File: src/rtl/medidor_distancia_hcsr04.sv
// rtl/medidor_distancia_hcsr04.sv - HC-SR04 trigger generator and echo-width to centimetre converter
module medidor_distancia_hcsr04 #(
    parameter int CLOCK_HZ       = 50_000_000,
    parameter int TRIGGER_CICLOS = 500,
    parameter int CICLOS_POR_CM  = 2941,
    parameter int TIMEOUT_CICLOS = 1_500_000,
    parameter int LARGURA_DIST   = 9
) (
    input  logic                    clock,
    input  logic                    reset,
    input  logic                    medir,
    input  logic                    echo,
    output logic                    trigger,
    output logic [LARGURA_DIST-1:0] distancia,
    output logic                    pronto,
    output logic                    timeout,
    output logic                    ocupado
);

    localparam int CNT_MAX = (TIMEOUT_CICLOS > TRIGGER_CICLOS) ? TIMEOUT_CICLOS : TRIGGER_CICLOS;
    localparam int CW      = $clog2(CNT_MAX + 1);
    localparam int SW      = $clog2(CICLOS_POR_CM + 1);

    localparam logic [CW-1:0]           CNT_TRIG_FIM    = CW'(TRIGGER_CICLOS - 1);
    localparam logic [CW-1:0]           CNT_TIMEOUT_FIM = CW'(TIMEOUT_CICLOS - 1);
    localparam logic [SW-1:0]           SUB_FIM         = SW'(CICLOS_POR_CM - 1);
    localparam logic [LARGURA_DIST-1:0] DIST_MAX        = {LARGURA_DIST{1'b1}};

    if (CLOCK_HZ <= 0 || TRIGGER_CICLOS < 1 || CICLOS_POR_CM < 1 || TIMEOUT_CICLOS < 2) begin : g_param_invalido
        $error("medidor_distancia_hcsr04: invalid parameter set");
    end

    typedef enum logic [2:0] {
        OCIOSO,
        TRIGGER,
        ESPERA_ECHO,
        MEDE,
        FINAL,
        ERRO
    } estado_t;

    estado_t                 estado;
    logic [CW-1:0]           cnt;
    logic [SW-1:0]           sub;
    logic [LARGURA_DIST-1:0] cm;
    logic                    echo_s1;
    logic                    echo_s2;
    logic                    echo_ant;
    logic                    echo_sobe;
    logic                    echo_desce;

    // Both edges see the same synchronizer delay, so the measured width is unskewed.
    assign echo_sobe  = echo_s2 & ~echo_ant;
    assign echo_desce = ~echo_s2 & echo_ant;

    always_ff @(posedge clock or negedge reset) begin
        if (!reset) begin
            estado    <= OCIOSO;
            cnt       <= '0;
            sub       <= '0;
            cm        <= '0;
            echo_s1   <= 1'b0;
            echo_s2   <= 1'b0;
            echo_ant  <= 1'b0;
            trigger   <= 1'b0;
            distancia <= '0;
            pronto    <= 1'b0;
            timeout   <= 1'b0;
            ocupado   <= 1'b0;
        end else begin
            echo_s1  <= echo;
            echo_s2  <= echo_s1;
            echo_ant <= echo_s2;
            pronto   <= 1'b0;

            case (estado)
                OCIOSO: begin
                    if (medir) begin
                        timeout <= 1'b0;
                        cnt     <= '0;
                        sub     <= '0;
                        cm      <= '0;
                        ocupado <= 1'b1;
                        trigger <= 1'b1;
                        estado  <= TRIGGER;
                    end
                end

                TRIGGER: begin
                    if (cnt == CNT_TRIG_FIM) begin
                        trigger <= 1'b0;
                        cnt     <= '0;
                        estado  <= ESPERA_ECHO;
                    end else begin
                        cnt <= cnt + 1'b1;
                    end
                end

                ESPERA_ECHO: begin
                    if (echo_sobe) begin
                        cnt    <= '0;
                        sub    <= '0;
                        cm     <= '0;
                        estado <= MEDE;
                    end else if (cnt == CNT_TIMEOUT_FIM) begin
                        estado <= ERRO;
                    end else begin
                        cnt <= cnt + 1'b1;
                    end
                end

                MEDE: begin
                    // The clock on which the fall is seen is still an echo-high clock.
                    cnt <= cnt + 1'b1;
                    if (sub == SUB_FIM) begin
                        sub <= '0;
                        if (cm != DIST_MAX) begin
                            cm <= cm + 1'b1;
                        end
                    end else begin
                        sub <= sub + 1'b1;
                    end
                    if (echo_desce) begin
                        estado <= FINAL;
                    end else if (cnt == CNT_TIMEOUT_FIM) begin
                        estado <= ERRO;
                    end
                end

                FINAL: begin
                    distancia <= cm;
                    pronto    <= 1'b1;
                    ocupado   <= 1'b0;
                    estado    <= OCIOSO;
                end

                ERRO: begin
                    timeout <= 1'b1;
                    ocupado <= 1'b0;
                    estado  <= OCIOSO;
                end

                default: begin
                    trigger <= 1'b0;
                    ocupado <= 1'b0;
                    estado  <= OCIOSO;
                end
            endcase
        end
    end

endmodule

File: config.mk
export PLATFORM = sky130hd
export DESIGN_NAME = medidor_distancia_hcsr04
export DESIGN_NICKNAME = d
export VERILOG_FILES = /design/src/rtl/medidor_distancia_hcsr04.sv
export SDC_FILE = /design/constraint.sdc
export NUM_CORES = 1
export LEC_CHECK = 0
export BUFFER_PORTS_ARGS = -buffer_cell sky130_fd_sc_hd__buf_2
export CORE_UTILIZATION = 50
export CTS_BUF_LIST = sky130_fd_sc_hd__clkbuf_4 sky130_fd_sc_hd__clkbuf_8 sky130_fd_sc_hd__clkbuf_16
export CTS_CLUSTER_DIAMETER = 100
export DETAILED_ROUTE_END_ITERATION = 16
export PLACE_DENSITY = 0.67
export SKIP_LAST_GASP = 1
export SYNTH_ARGS = -nofsm -noshare
export SYNTH_HDL_FRONTEND = slang
export SYNTH_SLANG_ARGS = --single-unit
File: constraint.sdc
create_clock -name clock -period 5.6 [get_ports clock]
set_clock_uncertainty 0.15 [all_clocks]
set_input_delay 0 -clock clock [delete_from_list [all_inputs] [get_ports clock]]
set_output_delay 0 -clock clock [all_outputs]
set_load 0.03 [all_outputs]
==> out/qor.txt <==
Area contributors post-synth -> dfrtp_1 45%, a21oi_1 5.3%, nand3_1 3.7%
hold crit path type -> input port to flop
Final Setup Violations -> 0
Total GRT Usage -> 0.212
CP required -> 5.67 ns
Mapped Area -> 3410 um^2
Vias per Instance -> 6.11
IO Count -> 17
H-Tree Depth -> 3
Cell Pwr Density -> 291 nW/um^2
area grow syn2layout -> 10.2%
share of the synthesized area in the top cell type -> 0.448
critical path type -> flop to flop
Antenna Nets Post-Route -> 0
CP Launch Type -> flop
worst slew pin tran -> 0.896 ns
crit end category -> flop
Core Area -> 6460 um^2
Tot Pwr -> 1.09 mW
reg2reg start -> estado[2]
Routed met3 length -> 222 um
Finished Core Util -> 0.582
Final Slew Violations -> 0
post-route minimum period -> 2.65 ns
total grt overflow -> 0
# resized after CTS -> 0
WL met1 -> 3350 um
sequential fraction of the synthesis area -> 0.448
area leader, netlist -> dfrtp_1
Worst EP arrival -> 2.72 ns
Hold Vio Cnt, Final -> 0
DR iter-0 viols -> 116
CTS tree -> built
port bufs -> 16
first-pass GRT wire length -> 12000 um
f_max -> 377 MHz
drt pass-1 iters -> 6
Clock transition at path regs -> 0.07 ns
Final #Nets -> 385
initial antenna violation count -> 0
R2R depth -> 6
setup slack after layout -> 2.95 ns
met2 WL -> 3340 um
Final Cycle Share -> 0.474
largest net degree at the start of global routing -> 62
Syn Area/Cell -> 9.44 um^2
EDFF count, synth -> 0
number of global-route vias before repair -> 2567
hold depth -> 2
Netlist cell types -> 54
RSZ-0062 raised after global routing -> false
Die Height -> 84.6 um
total routed wirelength -> 6980 um
Post-synth ARST share -> 1.00
root buffer cell -> clkbuf_8
top_reg_cell synth -> dfrtp_1
MaxCap Viol Count -> 0
Worst R2R End -> cm[0]
clock sinks -> 61
via count -> 2799
top cells by count, synth -> 61 x dfrtp_1, 36 x a21oi_1, 26 x nand2_1, 25 x nand3_1, 23 x inv_1
worst hold start -> echo
Die Span X -> 84.6 um
worst-path fanout max -> 14
pre-CTS setup slack -> 2.96 ns
setup TNS -> 0 ns
count leader, synth -> dfrtp_1
synth warn -> 0
r2r setup slk -> 2.95 ns
total CTS buffers -> 9
routed len/inst -> 15.2 um
DR top layer -> met4
hpwl dp -> 4630 um
Initial Util -> 0.528
Max Buffers Root-to-Sink -> 2
DIE AREA -> 7150 um^2
# rows -> 29
Hold EP -> echo_s1
Cells after Synth -> 361
share of cells above drive strength 1 -> 0.168
GPL Wtd Cong -> 0.836
final instance area -> 3760 um^2
fill count -> 566
placed cell areas -> 3510 um^2
Clk Latency, worst-skew pair -> 0.34 ns
status -> finished clean
Ant. Diodes -> 0
syn_nets -> 370
Peak VDD IR -> 0.164 mV
DRC viols -> 0
Max-slew headroom -> 0.397
LEAKAGE -> 1.57 nW
FF+latch count, synth -> 61
-- worst max-delay path, cell delays in order, from the launching register on --
cell     delay [ns]
dfrtp_1        0.52
and2b_1        0.39
nand2_1        0.18
a21oi_1        0.60
buf_4          0.31
nor4_1         0.09
mux2_2         0.29
-- worst max path at each step --
stage,start,end,slack [ns],cells past startpoint
global placement,estado[2],cm[0],3.05,6
CTS,estado[2],cm[0],2.97,6
detailed placement,estado[2],cm[0],2.96,6
floorplan,cm[2],cm[3],3.43,8
global route,estado[2],cm[0],2.75,6
finish,estado[2],cm[0],2.95,6
-- metal layers --
| metal | up-vias | track usage |
|---|---|---|
| li1 | 1379 | - |
| met1 | 1354 | 0.281 |
| met2 | 59 | 0.347 |
| met3 | 7 | 0.0383 |
| met4 | 0 | 0.0863 |
| met5 | - | 0 |
-- state kept, by name, summed over array words and instances, names as in the netlist, 3 cells and up --
register	flops
cnt	21
sub	12
cm	9
distancia	9
estado	3
-- cell families (layout without fill, tap and decap cells) --
group / count (synthesis) / after routing / synth area share
mux: 10 / 10 / 0.0330
fa+ha+maj: 5 / 5 / 0.0183
buf+inv: 41 / 61 / 0.0543
simple gates: 141 / 141 / 0.238
xor+xnor: 1 / 1 / 0.00257
compound gates: 102 / 102 / 0.206
flops: 61 / 61 / 0.448
-- placed cells by master, fill, tap and decap left out, types with 2 or more instances in the layout --
cell	n
a21o_1	4
a21oi_1	36
a22o_1	5
a31oi_1	3
and2_1	5
and3_1	5
and4_1	4
buf_2	16
buf_4	3
bufinv_16	2
clkbuf_8	9
clkinvlp_4	3
dfrtp_1	61
dlygate4sd3_1	3
ha_1	5
inv_1	23
mux2_2	10
nand2_1	26
nand2b_1	9
nand3_1	25
nand4_1	17
nor2_1	9
nor2b_1	6
nor3_1	7
nor4_1	5
nor4b_1	2
o211ai_1	2
o21ai_0	16
o22ai_1	9
o22ai_2	7
o31ai_1	6
or2_2	3
or3_1	4
or4_1	6
-- cell type report --
cell class                      count  area [um^2]  area share
Multi-Input combinational cell    259         1700       0.452
Sequential cell                    61         1530       0.406
Timing Repair Buffer               22          133      0.0353
Clock buffer                       10          131      0.0350
Tap cell                           77         96.3      0.0256
Clock inverter                      6         87.6      0.0233
Inverter                           23         86.3      0.0230
-- power by group --
part / internal (mW) / total (mW) / switching, mW / leakage, nW
combinational: 0.0561 / 0.133 / 0.0772 / 0.655
sequential: 0.477 / 0.525 / 0.0488 / 0.815
clock: 0.255 / 0.436 / 0.181 / 0.102
total: 0.787 / 1.09 / 0.307 / 1.57
-- metrics by stage --
step	hold WS, ns	std cells
after global placement	-0.0403	439
after detailed placement	-0.0403	439
after floorplan	-0.446	361
after global routing	0.142	458
after CTS	0.145	458
final	0.159	458
-- what timing repair did --
item,in CTS,in global routing
hold endpoints to repair,65,0
setup buffers,0,0
endpoints found under the setup margin,0,0
hold buffers,3,0
Note: power is estimated with default switching activity, not from simulation.
